===== src/rtl/clock_pkg.sv =====
// rtl/clock_pkg.sv - shared types and limits for the digital clock timekeeping block
package clock_pkg;

    typedef logic [3:0] bcd_t;

    typedef enum logic [1:0] {
        MODE_RUN     = 2'd0,
        MODE_SET_HR  = 2'd1,
        MODE_SET_MIN = 2'd2
    } mode_e;

    localparam int SEC_MAX = 59;
    localparam int MIN_MAX = 59;
    localparam int HR_MAX  = 23;

endpackage


===== src/rtl/bcd_mod_counter.sv =====
// rtl/bcd_mod_counter.sv - two-digit BCD modulo counter wrapping MAX -> 00 with a wrap carry
module bcd_mod_counter
    import clock_pkg::*;
#(
    parameter int MAX = 59
) (
    input  logic clk,
    input  logic clr,
    input  logic en,
    input  logic load_zero,
    output bcd_t val_t,
    output bcd_t val_u,
    output logic carry_out
);

    localparam bcd_t MAX_T = bcd_t'(MAX / 10);
    localparam bcd_t MAX_U = bcd_t'(MAX % 10);

    bcd_t t_q, t_d;
    bcd_t u_q, u_d;
    logic at_max;

    assign at_max    = (t_q == MAX_T) && (u_q == MAX_U);
    // Combinational carry so a chain of counters ripples within one clock.
    assign carry_out = en & ~load_zero & at_max;
    assign val_t     = t_q;
    assign val_u     = u_q;

    // Next value: clear wins over increment; units roll into tens at 9.
    always_comb begin
        t_d = t_q;
        u_d = u_q;
        if (load_zero) begin
            t_d = '0;
            u_d = '0;
        end else if (en) begin
            if (at_max) begin
                t_d = '0;
                u_d = '0;
            end else if (u_q == 4'd9) begin
                t_d = t_q + 4'd1;
                u_d = '0;
            end else begin
                u_d = u_q + 4'd1;
            end
        end
    end

    // Digit registers.
    always_ff @(posedge clk or posedge clr) begin
        if (clr) begin
            t_q <= '0;
            u_q <= '0;
        end else begin
            t_q <= t_d;
            u_q <= u_d;
        end
    end

endmodule


===== src/rtl/clock_time_ctrl.sv =====
// rtl/clock_time_ctrl.sv - HH:MM:SS timekeeping with button-driven set-mode FSM
module clock_time_ctrl
    import clock_pkg::*;
#(
    parameter int REPEAT_DLY = 5,
    parameter int BLINK_DIV  = 2
) (
    input  logic       clk,
    input  logic       clr,
    input  logic       tick_1hz,
    input  logic       tick_10hz,
    input  logic       btn_mode,
    input  logic       btn_inc,
    output logic [3:0] hh_t,
    output logic [3:0] hh_u,
    output logic [3:0] mm_t,
    output logic [3:0] mm_u,
    output logic [3:0] ss_t,
    output logic [3:0] ss_u,
    output logic [1:0] mode,
    output logic       blink
);

    localparam logic [3:0] RPT_MAX  = 4'(REPEAT_DLY);
    localparam logic [3:0] BLK_LAST = 4'(BLINK_DIV - 1);

    mode_e      mode_q, mode_d;
    logic       smp_mode_q, smp_mode_d, prev_mode_q, prev_mode_d, arm_mode_q, arm_mode_d;
    logic       smp_inc_q, smp_inc_d, prev_inc_q, prev_inc_d, arm_inc_q, arm_inc_d;
    logic [3:0] rpt_q, rpt_d;
    logic [3:0] blk_cnt_q, blk_cnt_d;
    logic       blink_q, blink_d;

    logic       press_mode, press_inc, rpt_ev, inc_apply, in_run;
    logic       ss_en, mm_en, hh_en, ss_clear, ss_carry, mm_carry;

    // Button sampler; arm_* stays low until the button is seen released,
    // so a button held through reset never produces a press.
    always_comb begin
        smp_mode_d  = smp_mode_q;
        prev_mode_d = prev_mode_q;
        arm_mode_d  = arm_mode_q;
        smp_inc_d   = smp_inc_q;
        prev_inc_d  = prev_inc_q;
        arm_inc_d   = arm_inc_q;
        if (tick_10hz) begin
            smp_mode_d  = btn_mode;
            prev_mode_d = smp_mode_q;
            arm_mode_d  = arm_mode_q | ~btn_mode;
            smp_inc_d   = btn_inc;
            prev_inc_d  = smp_inc_q;
            arm_inc_d   = arm_inc_q | ~btn_inc;
        end
    end

    assign press_mode = tick_10hz & arm_mode_q & smp_mode_d & ~prev_mode_d;
    assign press_inc  = tick_10hz & arm_inc_q & smp_inc_d & ~prev_inc_d;
    assign in_run     = (mode_q == MODE_RUN);

    // Auto-repeat: count held samples, then emit one inc per sample once saturated.
    always_comb begin
        rpt_d  = rpt_q;
        rpt_ev = 1'b0;
        if (press_mode) begin
            rpt_d = '0;
        end else if (tick_10hz) begin
            if (!(smp_inc_d && arm_inc_q)) begin
                rpt_d = '0;
            end else if (rpt_q == RPT_MAX) begin
                rpt_ev = 1'b1;
            end else begin
                rpt_d = rpt_q + 4'd1;
            end
        end
    end

    // A mode change in the same sample swallows the inc.
    assign inc_apply = (press_inc | rpt_ev) & ~press_mode & ~in_run;

    // Mode sequencing RUN -> SET_HR -> SET_MIN -> RUN.
    always_comb begin
        mode_d = mode_q;
        if (press_mode) begin
            case (mode_q)
                MODE_RUN:    mode_d = MODE_SET_HR;
                MODE_SET_HR: mode_d = MODE_SET_MIN;
                default:     mode_d = MODE_RUN;
            endcase
        end
    end

    // Blink phase: held on in RUN and restarted on mode change or edit.
    always_comb begin
        blink_d   = blink_q;
        blk_cnt_d = blk_cnt_q;
        if (press_mode || in_run || inc_apply) begin
            blink_d   = 1'b1;
            blk_cnt_d = '0;
        end else if (tick_10hz) begin
            if (blk_cnt_q == BLK_LAST) begin
                blink_d   = ~blink_q;
                blk_cnt_d = '0;
            end else begin
                blk_cnt_d = blk_cnt_q + 4'd1;
            end
        end
    end

    assign ss_en    = in_run & tick_1hz;
    assign mm_en    = in_run ? ss_carry : ((mode_q == MODE_SET_MIN) & inc_apply);
    assign hh_en    = in_run ? mm_carry : ((mode_q == MODE_SET_HR) & inc_apply);
    assign ss_clear = press_mode & (mode_q == MODE_SET_MIN);

    // Control state: mode FSM, button samples, repeat and blink counters.
    always_ff @(posedge clk or posedge clr) begin
        if (clr) begin
            mode_q      <= MODE_RUN;
            smp_mode_q  <= 1'b0;
            prev_mode_q <= 1'b0;
            arm_mode_q  <= 1'b0;
            smp_inc_q   <= 1'b0;
            prev_inc_q  <= 1'b0;
            arm_inc_q   <= 1'b0;
            rpt_q       <= '0;
            blk_cnt_q   <= '0;
            blink_q     <= 1'b1;
        end else begin
            mode_q      <= mode_d;
            smp_mode_q  <= smp_mode_d;
            prev_mode_q <= prev_mode_d;
            arm_mode_q  <= arm_mode_d;
            smp_inc_q   <= smp_inc_d;
            prev_inc_q  <= prev_inc_d;
            arm_inc_q   <= arm_inc_d;
            rpt_q       <= rpt_d;
            blk_cnt_q   <= blk_cnt_d;
            blink_q     <= blink_d;
        end
    end

    bcd_mod_counter #(.MAX(SEC_MAX)) u_ss (
        .clk       (clk),
        .clr       (clr),
        .en        (ss_en),
        .load_zero (ss_clear),
        .val_t     (ss_t),
        .val_u     (ss_u),
        .carry_out (ss_carry)
    );

    bcd_mod_counter #(.MAX(MIN_MAX)) u_mm (
        .clk       (clk),
        .clr       (clr),
        .en        (mm_en),
        .load_zero (1'b0),
        .val_t     (mm_t),
        .val_u     (mm_u),
        .carry_out (mm_carry)
    );

    // Hours wrap without carrying anywhere, so the wrap output is left open.
    bcd_mod_counter #(.MAX(HR_MAX)) u_hh (
        .clk       (clk),
        .clr       (clr),
        .en        (hh_en),
        .load_zero (1'b0),
        .val_t     (hh_t),
        .val_u     (hh_u),
        .carry_out ()
    );

    assign mode  = mode_q;
    assign blink = blink_q;

endmodule


===== config.mk =====
export PLATFORM = sky130hd
export DESIGN_NAME = clock_time_ctrl
export DESIGN_NICKNAME = d
export VERILOG_FILES = /design/src/rtl/clock_pkg.sv /design/src/rtl/bcd_mod_counter.sv /design/src/rtl/clock_time_ctrl.sv
export SDC_FILE = /design/constraint.sdc
export NUM_CORES = 1
export LEC_CHECK = 0
export CAP_MARGIN = 20
export CORE_ASPECT_RATIO = 0.7
export CORE_MARGIN = 10
export CORE_UTILIZATION = 41
export DETAILED_ROUTE_END_ITERATION = 7
export GPL_TIMING_DRIVEN = 0
export SLEW_MARGIN = 20
export SYNTH_ARGS = -nofsm -noshare
export SYNTH_HDL_FRONTEND = slang
export SYNTH_SLANG_ARGS = --single-unit
export TNS_END_PERCENT = 5

===== constraint.sdc =====
create_clock -name clk -period 2.45 [get_ports clk]
set_input_delay 0.6125 -clock clk [delete_from_list [all_inputs] [get_ports clk]]
set_output_delay 0.6125 -clock clk [all_outputs]
set_load 0.02 [all_outputs]

# Word level (Yosys, flattened, before mapping)

Index checks and enable logic that the tools add are counted.

Register bits: 41
Input port bits: 6
Output and inout port bits: 27
Logic and storage cells: 118

Add/subtract/negate cells: 8
Equal/unequal tests: 12
Muxes and demuxes: 37
Bitwise logic cells: 26
Reduce and logical (&&, ||, !) cells: 19

Operators by type and width:

| kind                | number |
|---|---|
| $mux 4              | 23 |
| $add 4x1->4 const B | 8 |
| $and 1x1->1         | 15 |
| $mux 1              | 13 |
| $eq 4x3->1 const B  | 3 |
| $eq 4x4->1 const B  | 3 |
| $reduce_bool 2->1   | 6 |
| $reduce_and 2->1    | 5 |
| $eq 4x2->1 const B  | 2 |
| $not 1->1           | 8 |
| $eq 4x1->1 const B  | 1 |
| $logic_and 1x1->1   | 4 |
| $pmux 2 s2          | 1 |
| $ne 3x3->1 const B  | 1 |
| $or 1x1->1          | 3 |
| $reduce_bool 3->1   | 1 |
| $eq 2x1->1 const B  | 1 |
| $eq 2x2->1 const B  | 1 |
| $logic_not 2->1     | 1 |
| $logic_or 1x1->1    | 2 |

# Logic depth before layout (Yosys ltp)

Word-level depth: 13
Mapped depth: 8
Mapped depth without buffers: 7

# Modules after synthesis

A second synthesis with hierarchy kept.

Cell total of the unflattened synthesis: 255
Area total of the unflattened synthesis: 2,443.6 µm²

Modules (own cells, without submodules):

| module                  | times used | cells each | area an instance (µm²) | sequential area each (µm²) |
|---|---|---|---|---|
| clock_time_ctrl         | 1          | 95         | 917.1                  | 401.6 |
| bcd_mod_counter at u_hh | 1          | 57         | 539.3                  | 200.2 |
| bcd_mod_counter at u_mm | 1          | 52         | 499.2                  | 200.2 |
| bcd_mod_counter at u_ss | 1          | 51         | 488.0                  | 200.2 |

# Worst setup path after synthesis

No wires, ideal clock.

Kind: reg2reg
From: reg u_hh.u_q[0] (netlist: u_hh.val_u[0])
To: reg u_hh.t_q[2] (netlist: u_hh.val_t[2])
Library setup time: 0.125 ns
Data arrival time: 1.939 ns
Required time: 2.325 ns
Path slack: 0.386 ns
Cell stages (with the launch flop): 7
Path buffers: 0
Clock period less this slack: 2.064 ns
Cells stage by stage: dfrtp_1 -> ha_1 -> nand2b_1 -> nor4_1 -> a31oi_1 -> nor3b_1 -> mux2_2

Cells in the longest elaborated chain, start to end: 4
Elaborated cells on any way between the ends: 6
Those cells by class: 2 x eq/ne; 1 x mux; 3 x reduce/logical

RTL lines:

| what                               | line                  | source |
|---|---|---|
| start: declaration                 | bcd_mod_counter.sv:20 | `bcd_t u_q, u_d;` |
| start signal: assignment           | bcd_mod_counter.sv:56 | `u_q <= u_d;` |
| $eq 4x2->1                         | bcd_mod_counter.sv:23 | `assign at_max = (t_q == MAX_T) && (u_q == MAX_U);` |
| $logic_and 1x1->1                  | bcd_mod_counter.sv:23 |  |
| $reduce_bool 2->1 (no source line) | --                    |  |
| $reduce_and 2->1 (no source line)  | --                    |  |
| end signal: assignment             | bcd_mod_counter.sv:55 | `t_q <= t_d;` |
| end: declaration                   | bcd_mod_counter.sv:19 | `bcd_t t_q, t_d;` |

Parallel ways exist; a longest one is shown, timed or not.
A chain may end at the register's enable or synchronous reset.

# Worst setup path after layout

From: in tick_1hz
To: reg u_hh.t_q[2] (netlist: u_hh.val_t[2])

Cells in the longest elaborated chain, start to end: 7

RTL lines:

| what                              | line                   | source |
|---|---|---|
| start: declaration                | clock_time_ctrl.sv:10  | `input logic tick_1hz,` |
| $and 1x1->1                       | clock_time_ctrl.sv:109 | `assign ss_en = in_run & tick_1hz;` |
| $and 1x1->1 (2 in a row)          | bcd_mod_counter.sv:25  | `assign carry_out = en & ~load_zero & at_max;` |
| $mux 1                            | clock_time_ctrl.sv:110 | `assign mm_en = in_run ? ss_carry : ((mode_q == MODE_SET_MIN) & inc_apply);` |
| $and 1x1->1                       | bcd_mod_counter.sv:25  |  |
| $mux 1                            | clock_time_ctrl.sv:111 | `assign hh_en = in_run ? mm_carry : ((mode_q == MODE_SET_HR) & inc_apply);` |
| $reduce_and 2->1 (no source line) | --                     |  |

Every way passes these cells.

==> run summary <==
Core occupancy in the finished layout - 52.08%
Total power divided by cell area - 981.9 mW/mm2
Slew headroom - 54.78%
Fin crit share - 93.91%
Instance count of the mapped netlist - 221
Slowest cell on the critical path - clkdlybuf4s50_1
# diodes - 0
TritonCTS Buffers - 5
Final Skew - 6.806 ps
Count of input and output buffers - 31
Fmax - 434.6 MHz
Number of endpoints failing setup at the final stage - 0
Detailed-route wire length per cell - 12.88 um
Switching share of power - 39.06%
Fraction of power consumed by sequential logic - 40.4%
Skew-Pair Late Insertion Delay - 290 ps
Combinational cell fraction of total power - 41.8%
Number of vias after detailed routing - 1,644
Setup crit end kind - flop
Setup repair after global routing missed its margin - false
Layout overhead on the synthesized area - 24.29%
Die X-Extent - 106.9 um
Worst Path Buf+Inv - 1
Worst IR drop on VDD - 0.5182 mV
Pin count of the biggest net entering global routing - 33
Critical Path Max Stage Delay - 460 ps
Most frequent cell after synthesis - dfrtp_1
Max-cap violation count - 0
Synth area leader - dfrtp_1
Worst endpoint required time - 2620 ps
Antenna violations before repair - 0
Final net count - 282
Via count of the first global-routing pass - 1,497
Final hold violations - 0
Synthesis Warnings - 0
Number of flip-flops and latches in the synthesized netlist - 39
Number of DRC violations after detailed routing - 0
Clock root buffer master - clkbuf_8
Top cell type's share of synthesized area - 43.85%
TritonCTS clock tree - yes
Post-layout min period - 2301 ps
Kind of critical path - in2reg
Actual slew at the worst max-slew pin - 675.1 ps
Deepest level of the CTS H-tree - 2
CP arrival - 2470 ps
Via density - 4.937
Clock Pin Slew Worst Setup and Hold Paths - 80 ps
Max Transition Viols Final - 0
Gr ovfl total - 0
Row Count - 22
Count of hold-fix buffers inserted at cts - 0
Predominant post-synthesis flop cell - dfrtp_1
Aggregate routed wire length - 4290 um
Crit Path Max Fanout - 5
Static power due to leakage - 1.204 nW
Number of distinct library cell variants in the gate-level netlist after synthesis - 45
Async S/R FF share, synth - 100.0%
DPL Wire Length - 3236 um
Worst slack on hold paths - 491.8 ps
Pint - 1.613 mW
Cell-by-cell listing of the critical path - clkdlybuf4s50_1 > or3b_4 > nor3_4 > a31oi_1 > nor3b_1 > mux2_2
Buffer depth of the longest clock path - 2
DRT iter0 DRCs - 51
Count of nets left with antenna violations after detail routing - 0
Last weighted congestion value of the routability-driven placer - 0.7815
Total clock sinks - 39
Outcome - finished, final reports clean
Number of enable flip-flop cells after synthesis - 0
Detailed-routing iteration count for the pre-antenna-repair pass - 4
HP Class - reg2reg
Fill cell instance count of the final layout - 499
Syn Area/Cell - 9.811 um2
Top cells by count, synth - dfrtp_1, nand2_1, nor2_1, ha_1, o21ai_0
First-pass GRT wire length - 7286 um
Power dissipated by switching net loads - 1.034 mW
Biggest area contributors in the synthesized netlist - dfrtp_1, ha_1, nand2_1
Std-Cell Core Area - 0.005175 mm2
Starting utilization of the core area - 41.90%
Die Footprint - 0.008644 mm2
Cell class contributing the biggest share of worst-path delay - simple AND/OR/NAND/NOR gates
Startpoint type of the worst setup path - input port
Post-synth design cell area - 0.002168 mm2
Syn_nets - 243
Floorplan die height - 80.85 um
Proportion of layout cells with a drive suffix above 1 - 10.34%
Sequential cell area fraction in the yosys report - 45.07%
Total I/O pin count - 33
Clk network pwr share - 17.8%
GRT Resource Usage Total - 10.37%
-- logic make-up (layout without fill, tap and decap cells) --
family	Yosys count	in the layout	share of synthesized area, %
simple gates	94	94	24.24
compound gates	43	43	12.87
flops	39	39	45.07
buf+inv	18	58	3.346
fa+ha+maj	16	16	9.232
mux	8	8	4.039
xor+xnor	3	3	1.212
-- path summary, 6_finish.rpt --
path	from	to	slack, ps	cells past startpoint
min reg2reg	rpt_q[3]$_DFFE_PP0P_	rpt_q[3]$_DFFE_PP0P_	490	1
max	tick_1hz	u_hh.val_t[2]$_DFFE_PP0P_	150	6
max in group asynchronous	clr	blink$_DFFE_PP1P_	1430	3
min	rpt_q[3]$_DFFE_PP0P_	rpt_q[3]$_DFFE_PP0P_	490	1
max reg2reg	rpt_q[1]$_DFFE_PP0P_	u_hh.val_t[2]$_DFFE_PP0P_	310	7
min in group asynchronous	clr	u_mm.val_t[3]$_DFFE_PP0P_	540	2
-- power groups by stage --
stage               registers [mW]  logic [mW]  clock network [mW]
floorplan                     1.22       0.496                   0
global placement              1.08        1.10                   0
detailed placement            1.08        1.13                   0
CTS                           1.07        1.13               0.493
global route                  1.10        1.23               0.527
finish                        1.07        1.11               0.472
-- flip-flops by register name, summed over array words and instances, names as in the netlist --
signal,count
blk_cnt_q,4
rpt_q,4
u_hh.val_t,4
u_hh.val_u,4
u_mm.val_t,4
u_mm.val_u,4
u_ss.val_t,4
u_ss.val_u,4
mode,2
arm_inc_q,1
arm_mode_q,1
blink,1
smp_inc_q,1
smp_mode_q,1
-- cells in the final DEF (no fill, tap or decap), drive strengths merged, types with 8 or more instances in the layout --
master          n
a21oi           8
ha             16
nand3          11
clkbuf          9
o21ai          17
nor2           24
nand2          23
dfrtp          38
inv            15
clkdlybuf4s50  31
-- what timing repair did --
action                                  4_1_cts  5_1_grt
resized for setup                             0        1
endpoints found under the hold margin         0        0
endpoints found under the setup margin        0        1
buffers inserted                              0        0
-- per-layer routing --
layer,share of wire [%],vias to the layer above,GRT usage (%)
met4,1.4,0,3.639
met3,5.9,7,4.585
met5,0,-,0
li1,-,855,-
met1,54,756,14.65
met2,38,26,13.46
-- final cells by class --
type                    count  area, um2  area share (%)
inverters                  15      56.30           2.089
multi-input cells         164       1125           41.74
flip-flops and latches     39      977.2           36.26
repair buffers             32      330.3           12.26
well taps                  72      90.09           3.343
clock buffers               8      100.1           3.714
plain buffers               3      16.27          0.6035
-- metrics by stage --
stage               total power [mW]  TNS [ps]  instance area [um2]  worst slack [ps]  cells
floorplan                      1.718         0                 2168             386.3    221
global placement               2.179    -988.3                 2569            -156.5    324
detailed placement             2.201     -1252                 2589            -159.6    325
CTS                            2.688         0                 2689             160.9    333
global route                   2.860         0                 2695             28.80    333
finish                         2.646         0                 2695             149.2    333
Power figures use the tool's default switching activity.
==> edit (same flow settings) <==
Register the output `hh_u`, with the module's reset; this adds one clock of latency there. The other outputs are not delayed to match.
--- a/src/rtl/clock_time_ctrl.sv
+++ b/src/rtl/clock_time_ctrl.sv
@@ -25,2 +25,4 @@
     localparam logic [3:0] BLK_LAST = 4'(BLINK_DIV - 1);
+
+    logic [3:0] hh_u_d;
 
@@ -167,3 +169,3 @@
         .val_t     (hh_t),
-        .val_u     (hh_u),
+        .val_u     (hh_u_d),
         .carry_out ()
@@ -174,2 +176,10 @@
 
+    always_ff @(posedge clk or posedge clr) begin
+        if (clr) begin
+            hh_u <= '0;
+        end else begin
+            hh_u <= hh_u_d;
+        end
+    end
+
 endmodule
Check against the original RTL: not equivalent (a bounded check fails within 4 cycles, from zero or initial values).
==> edit against the original RTL <==
- worst setup slack worse by 40 ps
- critical endpoint is now u_hh.val_u[2]
- register-to-register slack lost 40 ps
- utilization fell by 1.1 points
- sequential cell count is 4 higher
- synthesized area rose by 9.2%
- non-clock buffer count grew 3
- cell area rose by 7.3%
- power increased by 5.8%
- wire length is 15% higher
==> edit: results (changes against the original RTL) <==
multi-input logic cell count=168 (was 164); Async S/R FF share, synth=100% (unchanged); nets@finish=295 (was 282); number of clock-tree buffers in the layout=5 (was 8); vias in the first global route=1701 (was 1497); Max VDD drop=383 uV (was 518 uV); Switching Fraction=40.0% (was 39.1%); Total GRT Usage=10.4% (about the same); HPWL Detailed=3670 um (was 3240 um); pin count of the biggest net entering global routing=33 (unchanged); Static Leak=1.27 nW (was 1.20 nW); port buffer count=31 (unchanged); clock-pin slew on the worst setup and hold paths=100 ps (was 80 ps); Post-Route Skew=13.4 ps (was 6.81 ps); met3 global-route usage=3.30% (was 4.58%); Synth cell types=56 (was 45); Final Wtd Congestion=0.771 (was 0.782); first-pass GRT wire length=8390 um (was 7290 um); FF+latch count, synth=43 (was 39); Register Area=1080 um^2 (was 977 um^2); Worst Path Max Fanout=8 (was 5); ClkCell Share=3.24% (was 3.71%); DRT Wirelength=4940 um (was 4290 um); relative slew slack=70.2% (was 54.8%); initial antenna violation count=0 (unchanged); switching pwr=1.12 mW (was 1.03 mW); share of layout cells above drive strength 1=12.0% (was 10.3%); Hold Path Depth=0 (was 1); CP top delay family=buffers and inverters (was simple AND/OR/NAND/NOR gates); largest stage delay on the critical path=470 ps; sequential-to-total area share from yosys stat=45.5% (was 45.1%); via count=1822 (was 1644); P_clk=0.479 mW (was 0.472 mW); P_seq=1.14 mW (was 1.07 mW); clk_lat worst skew=300 ps; outcome=completed (unchanged); Signal buf overhead=12.8% (was 12.9%); top post-synthesis cells by count=dfrtp_1 (42), nor2_1 (18), inv_1 (17) (was dfrtp_1 (38), nand2_1 (23), nor2_1 (23)); Worst EP arrival=2540 ps (was 2470 ps); top post-synthesis cells by area=dfrtp_1 (44%), ha_1 (8.5%), a21oi_1 (3.2%), nor2_1 (2.9%), inv_1 (2.7%) (was dfrtp_1 (44%), ha_1 (9.2%), nand2_1 (4.0%), nor2_1 (4.0%), o21ai_0 (3.7%)); number of DRC markers in iteration 0=79 (was 51); multi-input gate share of total cell area=41.3% (was 41.7%); Post-Syn Nets=256 (was 243); inverter count=17 (was 15); GRT met1 Usage=14.8% (was 14.7%); Cells after Synth=234 (was 221); met2 Use GR=14.5% (was 13.5%); count of plain and timing-repair buffers=38 (was 35); Pre-antenna DRT Iters=5 (was 4); Placed Cells=341 (was 325); # fillers=512 (was 499); WL/cell=14.2 um (was 12.9 um); yosys warns=0 (unchanged)
-- edit: changes by cell type in the layout (fill, tap and decap cells not counted), sizes merged, moves of 4 or more --
cell	change
nand3	-7
nand2	-7
o22ai	+4
a21oi	+7
a21o	-4
dfrtp	+4
nor2	-6
-- edit: metrics by stage --
step / hold WS [ps] / cell area, um^2 / setup slack, ps / TNS [ps] / util, %
after global placement: 430 / 2770 / -177 / -7400 / 48.9
final: 466 / 2890 / 109 / 0 / 51.0
after CTS: 459 / 2890 / 120 / 0 / 50.9
after global routing: 477 / 2890 / 34.1 / 0 / 51.0
after detailed placement: 425 / 2790 / -209 / -1620 / 49.3
after floorplan: 387 / 2370 / 360 / 0 / -
-- edit: what timing repair did --
action | in CTS | in global routing
endpoints found under the setup margin | 0 | 3
resized for setup | 0 | 1
hold endpoints to repair | 0 | 0
-- edit: per-layer routing --
metal	routed length [um]	share of wire, %	vias to the layer above
li1	-	-	917
met1	2600	53	858
met2	2040	41	40
met3	260	5.3	7
met4	47	0.95	0
met5	0	0	-
-- edit: kinds of logic after synthesis --
kind of cell             count (synthesis)  share of synthesized area, %
adder cells (fa/ha/maj)                 16                          8.45
multiplexers                             9                          4.60
AND/OR/NAND/NOR                         83                          21.0
XOR/XNOR                                 3                          1.11
AO/OA/AOI/OAI                           57                          15.0
buffers and inverters                   23                          4.38
flip-flops                              43                          45.5
-- edit: path summary, 6_finish.rpt --
check                                     end  slack, ps           from
worst min-delay path                  hh_u[3]        470  u_hh.val_u[3]
worst max register to register  u_hh.val_t[2]        270  u_hh.val_t[0]
worst min register to register        hh_u[3]        470  u_hh.val_u[3]
max in group asynchronous               blink       1370            clr
min in group asynchronous       u_hh.val_t[2]        550            clr
worst max-delay path            u_hh.val_u[2]        110       tick_1hz
